## src/rtl/dsp_addsub_seq.sv

```systemverilog
// Sequential add/subtract: WIDTH-bit operands processed CHUNK bits per cycle through a registered carry.
// Optional signed-overflow and zero flags are built when DSP_ADDSUB_SEQ_FLAGS_EN is defined.
module dsp_addsub_seq #(
  parameter int WIDTH = 32,
  parameter int CHUNK = 16
) (
  input  logic             clk,
  input  logic             rst_n,
  input  logic             in_valid,
  output logic             in_ready,
  input  logic [WIDTH-1:0] a,
  input  logic [WIDTH-1:0] b,
  input  logic             sub,
  output logic             out_valid,
  input  logic             out_ready,
  output logic [WIDTH-1:0] result,
  output logic             carry_out,
  output logic             overflow,
  output logic             zero
);

  localparam int NCHUNK = WIDTH / CHUNK;
  localparam int CW     = (NCHUNK > 1) ? $clog2(NCHUNK) : 1;

  typedef enum logic [1:0] {IDLE, RUN, DONE} state_t;

  state_t           state;
  logic [CW-1:0]    cnt;
  logic [WIDTH-1:0] a_r;
  logic [WIDTH-1:0] b_r;
  logic             sub_r;
  logic             carry_r;
  logic [WIDTH-1:0] result_r;
  logic [CHUNK-1:0] a_c;
  logic [CHUNK-1:0] b_c;
  logic [CHUNK:0]   sum_c;
  logic             last;
  logic             accept;

  assign accept = (state == IDLE) && in_valid;
  assign last   = (cnt == CW'(NCHUNK - 1));

  // b_c is already inverted for subtract; carry_r was preloaded with sub on accept
  always_comb begin
    a_c = '0;
    b_c = '0;
    for (int i = 0; i < NCHUNK; i++) begin
      if (cnt == CW'(i)) begin
        a_c = a_r[i*CHUNK +: CHUNK];
        b_c = b_r[i*CHUNK +: CHUNK];
      end
    end
    if (sub_r) b_c = ~b_c;
    sum_c = {1'b0, a_c} + {1'b0, b_c} + {{CHUNK{1'b0}}, carry_r};
  end

  always_ff @(posedge clk or negedge rst_n) begin
    if (!rst_n) begin
      state    <= IDLE;
      cnt      <= '0;
      a_r      <= '0;
      b_r      <= '0;
      sub_r    <= 1'b0;
      carry_r  <= 1'b0;
      result_r <= '0;
    end else begin
      case (state)
        IDLE: begin
          if (in_valid) begin
            a_r      <= a;
            b_r      <= b;
            sub_r    <= sub;
            cnt      <= '0;
            carry_r  <= sub;
            result_r <= '0;
            state    <= RUN;
          end
        end
        RUN: begin
          for (int i = 0; i < NCHUNK; i++) begin
            if (cnt == CW'(i)) result_r[i*CHUNK +: CHUNK] <= sum_c[CHUNK-1:0];
          end
          carry_r <= sum_c[CHUNK];
          cnt     <= cnt + CW'(1);
          if (last) state <= DONE;
        end
        DONE: begin
          if (out_ready) state <= IDLE;
        end
        default: state <= IDLE;
      endcase
    end
  end

  assign in_ready  = (state == IDLE);
  assign out_valid = (state == DONE);
  assign result    = result_r;
  assign carry_out = carry_r;

`ifdef DSP_ADDSUB_SEQ_FLAGS_EN
  logic ovf_r;
  logic zero_r;
  logic allz_r;

  // allz_r tracks whether every chunk finished so far was zero
  always_ff @(posedge clk or negedge rst_n) begin
    if (!rst_n) begin
      ovf_r  <= 1'b0;
      zero_r <= 1'b0;
      allz_r <= 1'b0;
    end else if (accept) begin
      ovf_r  <= 1'b0;
      zero_r <= 1'b0;
      allz_r <= 1'b1;
    end else if (state == RUN) begin
      allz_r <= allz_r & (sum_c[CHUNK-1:0] == '0);
      if (last) begin
        zero_r <= allz_r & (sum_c[CHUNK-1:0] == '0);
        ovf_r  <= (a_c[CHUNK-1] == b_c[CHUNK-1]) & (sum_c[CHUNK-1] != a_c[CHUNK-1]);
      end
    end
  end

  assign overflow = ovf_r;
  assign zero     = zero_r;
`else
  assign overflow = 1'b0;
  assign zero     = 1'b0;
`endif

endmodule

```

## config.mk

```make
export PLATFORM = sky130hd
export DESIGN_NAME = dsp_addsub_seq
export DESIGN_NICKNAME = d
export VERILOG_FILES = /design/src/rtl/dsp_addsub_seq.sv
export SDC_FILE = /design/constraint.sdc
export NUM_CORES = 1
export LEC_CHECK = 0
export ABC_CLOCK_PERIOD_IN_PS = 3000
export CORE_MARGIN = 2
export CORE_UTILIZATION = 44
export CTS_CLUSTER_DIAMETER = 100
export DETAILED_ROUTE_END_ITERATION = 10
export PLACE_DENSITY_LB_ADDON = 0.25
export SYNTH_ARGS = -nofsm -noshare
export SYNTH_HDL_FRONTEND = slang
export SYNTH_SLANG_ARGS = --single-unit
```

## constraint.sdc

```tcl
create_clock -name clk -period 3 [get_ports clk]
set_clock_uncertainty 0.05 [all_clocks]
set_input_delay 0.6 -clock clk [delete_from_list [all_inputs] [get_ports clk]]
set_output_delay 0.6 -clock clk [all_outputs]
set_load 0.005 [all_outputs]
```

==> metrics.md, run 1 <==
| Metric | Value |
|---|---|
| Clk slew on worst S/H paths | 0.06 ns |
| WP data required | 3.18 ns |
| Routed Antenna Nets | 0 |
| Tightest Pin Transition | roughly 0.65 ns |
| Tcrit/Tclk final | 95.72% |
| Gp weighted congestion | 0.9368 |
| DRC Markers | 0 |
| Yosys reg bits | 101 |
| Synth Flop Type | dfrtp_1 |
| Unrepaired setup endpoints after global routing | no |
| Crit Path Max Fanout | 5 |
| Top cells by area, synth | dfrtp_1, nand2_1, xnor2_1 |
| Detailed Routing Iterations Pass 1 | 4 |
| Avg Cell Area, Syn | 9.090 um^2 |
| CTS Root Cell | clkbuf_16 |
| Endpoints failing setup | 0 |
| Fin crit period | between 2 and 3 ns |
| P&R area growth vs syn | 30.44% |
| Maximum buffer depth of the clock tree | 2 |
| Vias in the first global route | 4093 |
| Wire per inst | between 15 and 20 um |
| Initial antenna violation count | 0 |
| Slew Limit Headroom | between 50% and 60% |
| Die footprint | approximately 12000 um^2 |
| Worst VDD drop | 0.6329 mV |
| DP Wirelength | 9459 um |
| Outcome | complete, no violations |
| Worst-Skew Late Latency | 0.34 ns |
| CP Class | flip-flop to flip-flop |
| Gr usage total | between 20% and 30% |
| Most frequent cells in the layout | nand2_1, clkdlybuf4s50_1, dfrtp_1, xnor2_1, o21ai_0 |
| DR iter-0 viols | about 180 |
| # rows | 39 |
| Total grt overflow | 0 |
| Fmax achieved | between 0.3 and 0.4 GHz |
| IO Count | 106 |
| Leakage Power | 0.003165 uW |
| Setup crit end kind | flip-flop |
| Async S/R FF share, synth | 100.0% |
| Synth Warn # | 0 |
| Post-synth top area share | 49.74% |
| Worst hold path type | primary input to async pin |
| Util after Layout | 58.54% |
| Setup Fix Bufs, Post-CTS | 0 |
| Fill cells | between 1000 and 1500 |
| Buffers on Ports | 103 |
| Chip width | 111.5 um |
| Final hold slack | 0.2248 ns |
| Syn Inst Count | 559 |
| Hold_buf cts | 0 |
| Initial core utilization | 44.88% |
| Power Density | 1422 nW/um^2 |
| DR vias | 4029 |
| Synth cell types | 41 |
| Num CTS Buffers | 9 |
| Layout cell share with drive strength beyond 1 | 9.187% |
| Die height | around 110 um |
| First-pass GRT wire length | 20110 um |
| CTS tree | done |
| MaxCap Viol Count | 0 |
| WP data arrival | 3.05 ns |
| Power Total | 9423 uW |
| EDFF count, synth | 0 |
| Fin. max-slew vios | 0 |
| Synth area leader | dfrtp_1 |
| Seq/Total Area, Yosys | roughly half |
| DRT Wirelength | between 10000 and 15000 um |
| Drt via density | 4.993 |
| Final #Nets | 745 |
| CTS H-tree depth | 3 |
| Core Box Area | 11320 um^2 |
| Final Hold Fails | 0 |
| Commonest non-fill, non-tap cell in the layout | nand2_1 |
| Number of diodes | 0 |
| Post-Syn Area | 5081 um^2 |
| CTS sink cnt | slightly above 100 |
| Largest net degree at the start of global routing | 53 |
| Setup TNS | 0 ns |
| CP Launch Type | flip-flop |
final timing paths:
path	start	endpoint	slack, ns	cells after the start
hold reg to reg	a_r[31]$_DFFE_PN0P_	a_r[31]$_DFFE_PN0P_	0.42	2
setup / recovery	cnt$_DFFE_PN0P_	result[28]$_DFFE_PN0P_	0.13	10
hold / removal	rst_n	a_r[21]$_DFFE_PN0P_	0.22	1
min in group clk	a_r[31]$_DFFE_PN0P_	a_r[31]$_DFFE_PN0P_	0.42	2
setup reg to reg	cnt$_DFFE_PN0P_	result[28]$_DFFE_PN0P_	0.13	10
max in group asynchronous	rst_n	b_r[22]$_DFFE_PN0P_	1.97	2
layout make-up:
class                      instances  area (um^2)  share of cell area, %
clock inverter                     5        50.05                 0.7551
tap                              143        178.9                  2.700
timing repair buffer             118         1191                  17.97
multi-input combinational        422         2410                  36.36
inverter                           7        26.28                 0.3965
clock buffer                      11        242.7                  3.662
sequential                       101         2529                  38.15
stage by stage:
step	setup WS [ns]	std cells	instance area, um^2
2_1_floorplan	0.07726	560	5085
3_3_place_gp	0.1029	791	6317
3_5_place_dp	-0.03205	791	6317
4_1_cts	0.03443	807	6619
5_1_grt	0.005389	807	6628
6_report	0.1285	807	6628
Yosys cell counts (3+ instances only):
| library cell | count |
|---|---|
| buf_2 | 5 |
| a21oi_1 | 16 |
| ha_1 | 15 |
| nand3_1 | 3 |
| nand2_1 | 239 |
| clkbuf_1 | 12 |
| nor2_1 | 9 |
| nand2b_1 | 7 |
| o31ai_1 | 5 |
| o21ai_1 | 3 |
| mux2i_1 | 17 |
| xnor2_1 | 24 |
| mux2_2 | 15 |
| xor2_1 | 5 |
| dfrtp_1 | 101 |
| o21ai_0 | 24 |
| nand4_1 | 3 |
| inv_1 | 7 |
| buf_1 | 9 |
| a22o_1 | 8 |
| a21o_1 | 6 |
per-layer routing:
metal / global-route usage, % / up-vias / wire (um)
met5: 0 / - / 0
met4: 5.679 / 0 / 192
met3: 3.865 / 10 / 512
met2: 33.90 / 93 / 5866
met1: 27.05 / 1909 / 5642
li1: - / 2017 / -
worst max-delay path, stage by stage (launching register included):
cell and delay [ns]:
dfrtp_2 0.45, mux2i_2 0.25, xor2_1 0.11, fa_1 0.42, fa_1 0.43, nor2b_2 0.19, o2111ai_1 0.16, nand2_2 0.16
a41oi_2 0.17, xnor2_1 0.17, a22o_1 0.20
what timing repair did:
action	in CTS	in global routing
hold endpoints to repair	0	0
resized for setup	2	4
endpoints found under the setup margin	4	11
cells by family (layout without fill, tap and decap cells):
kind of cell,after synthesis,after routing,synth area share (%)
other cells,1,2,0.07380
buf+inv,37,141,3.299
simple gates,267,267,20.73
compound gates,75,75,9.998
fa+ha+maj,17,17,4.482
mux,32,32,6.673
flops,101,101,49.74
xor+xnor,29,29,4.999
report_power, final:
group,total (uW),internal (uW),switching (uW),leakage (uW)
Clock,1140,663,480,0.000149
Sequential,2320,1980,343,0.00128
Combinational,5960,2580,3380,0.00174
Total,9420,5220,4200,0.00317
state kept, by name (all words and copies together), names as in the netlist:
name	flops
carry_out	1
cnt	1
state	2
sub_r	1
b_r	32
a_r	32
result	32
Note: power is estimated with default switching activity, not from simulation.
==> inputs of run 2 (changes only) <==
ABC_CLOCK_PERIOD_IN_PS = 2500   (was 3000)
CORE_ASPECT_RATIO = 1.4   (was unset)
HOLD_SLACK_MARGIN = 0.08   (was unset)
clock period = 2.5 ns   (was 3 ns; I/O delays follow)
==> run 2 against run 1 <==
Compared with the run above: the flow now finishes with violations (setup timing); count of clock-buffer cells in the layout is the same; first-iteration DRC count down 27%; worst hold slack got worse by 0.14 ns; worst setup slack worse by 0.32 ns; cell area increased by 12%; core utilization increased by 7.2 points; via count rose by 7.0%; die area about the same; global-route usage rose by 2.4 points; wire length increased by 8.7%; fmax increased by 6.8%; sequential share of layout area down 4.1 points; critical endpoint unchanged.
==> metrics.md, run 2 (same netlist as run 1, synthesis figures left out) <==
| Metric | Value |
|---|---|
| Layout cell share with drive strength beyond 1 | 21.86% |
| Util after Layout | 65.75% |
| Tcrit/Tclk final | 107.5% |
| Chip width | roughly 95 um |
| Gr usage total | 22.65% |
| Unrepaired setup endpoints after global routing | yes |
| DRT Wirelength | between 10000 and 15000 um |
| WP data arrival | around 2.9 ns |
| Maximum buffer depth of the clock tree | 2 |
| Buffers on Ports | 103 |
| Outcome | finished with violations |
| Final instance area | roughly 7400 um^2 |
| Initial antenna violation count | 0 |
| Final hold slack | between 0.08 and 0.09 ns |
| First-pass GRT wire length | 21980 um |
| Wire per inst | 15.56 um |
| Initial core utilization | 45.04% |
| Commonest non-fill, non-tap cell in the layout | nand2_1 |
| DP Wirelength | 10150 um |
| WP data required | approximately 2.7 ns |
| DR vias | ~4300 |
| CTS H-tree depth | 3 |
| Worst-Skew Late Latency | 0.35 ns |
| CP Launch Type | flip-flop |
| Hold_buf cts | 0 |
| Tightest Pin Transition | 0.5234 ns |
| P&R area growth vs syn | 45.97% |
| # rows | 46 |
| IO Count | 106 |
| Vias in the first global route | 4477 |
| Placed inst area | 6615 um^2 |
| Fin. max-slew vios | 0 |
| DRT met1 WL | 5395 um |
| Setup crit end kind | flip-flop |
| Slew Limit Headroom | 65.04% |
| Routed Antenna Nets | 0 |
| CTS sink cnt | 101 |
| Core Box Area | 11280 um^2 |
| Final #Nets | 791 |
| Routed wl met3 | 444 um |
| CTS Root Cell | clkbuf_16 |
| CP Class | flip-flop to flip-flop |
| Most frequent cells in the layout | nand2_1, clkdlybuf4s50_1, dfrtp_1, buf_4, o21ai_1 |
| Clk slew on worst S/H paths | 0.07 ns |
| Crit Path Max Fanout | 5 |
| MaxCap Viol Count | 0 |
| DR iter-0 viols | about 130 |
| Failing checks | setup timing |
| Endpoints failing setup | 23 |
| Worst hold path type | primary input to async pin |
| Final Hold Fails | 0 |
| Met2 Routed Length | 7030 um |
| Drt via density | 5.056 |
| Gp weighted congestion | 0.8729 |
| Detailed Routing Iterations Pass 1 | 4 |
| Die footprint | 12440 um^2 |
| DRC Markers | 0 |
| Final WS setup | -0.1877 ns |
| Pre-CTS setup slack | -0.3390 ns |
| CTS tree | done |
| Max Used Layer | met4 |
| Die height | 131.2 um |
| Fmax achieved | around 0.37 GHz |
| Fin crit period | roughly 2.7 ns |
| Largest net degree at the start of global routing | between 60 and 70 |
| Number of diodes | 0 |
| Num CTS Buffers | 9 |
| Total grt overflow | 0 |
-- run 2: changes by cell type in the layout (fill, tap and decap cells not counted), sizes merged --
| cell | change |
|---|---|
| bufinv | -1 |
| clkinv | -2 |
| buf | +46 |
| clkinvlp | +1 |
| inv | +1 |
-- run 2: metrics by stage --
step	setup TNS (ns)	instances
finish	-2.394	853
global route	-5.500	853
CTS	-2.154	852
detailed placement	-4.602	831
global placement	-3.372	831
floorplan	-0.05821	560
-- run 2: area by class of cell --
| cell class | count | area, um^2 |
|---|---|---|
| Clock inverter | 4 | 33.78 |
| Timing Repair Buffer | 164 | 1590 |
| Clock buffer | 11 | 242.7 |
| Inverter | 7 | 26.28 |
| Tap cell | 144 | 180.2 |
| Fill cell | 952 | 3864 |
| Sequential cell | 101 | 2529 |
| Multi-Input combinational cell | 422 | 2815 |
-- run 2: what timing repair did --
item                                    CTS  global route
endpoints found under the setup margin   25            27
setup buffers                             5             2
gates cloned                              1             0
pin swaps                                18            21
resized for setup                        55            36
-- run 2: final timing paths --
kind	startpoint	end	slack, ns	cells after the start
max	cnt$_DFFE_PN0P_	result[28]$_DFFE_PN0P_	-0.19	10
min	rst_n	a_r[23]$_DFFE_PN0P_	0.08	2
max reg2reg	cnt$_DFFE_PN0P_	result[28]$_DFFE_PN0P_	-0.19	10
min reg2reg	a_r[10]$_DFFE_PN0P_	a_r[10]$_DFFE_PN0P_	0.42	2
max in group asynchronous	rst_n	b_r[24]$_DFFE_PN0P_	2.05	2
min in group clk	a_r[10]$_DFFE_PN0P_	a_r[10]$_DFFE_PN0P_	0.42	2
-- run 2: per-layer routing --
layer	global-route usage, %	vias up
met5	0	-
met4	9.742	0
met3	3.383	27
met2	38.89	114
met1	27.79	2056
li1	-	2116
-- run 2: worst max-delay path: stages (launching register included) --
cell	delay, ns
dfrtp_2	0.46
buf_6	0.15
mux2i_2	0.16
fa_2	0.41
fa_2	0.38
nor2b_4	0.16
o2111ai_4	0.15
nand2_4	0.12
a41oi_2	0.14
xnor2_2	0.19
a22o_1	0.20
Power of run 2 is not shown: default switching activity piles up to over one toggle a cycle in this logic, so the estimate is an artifact.
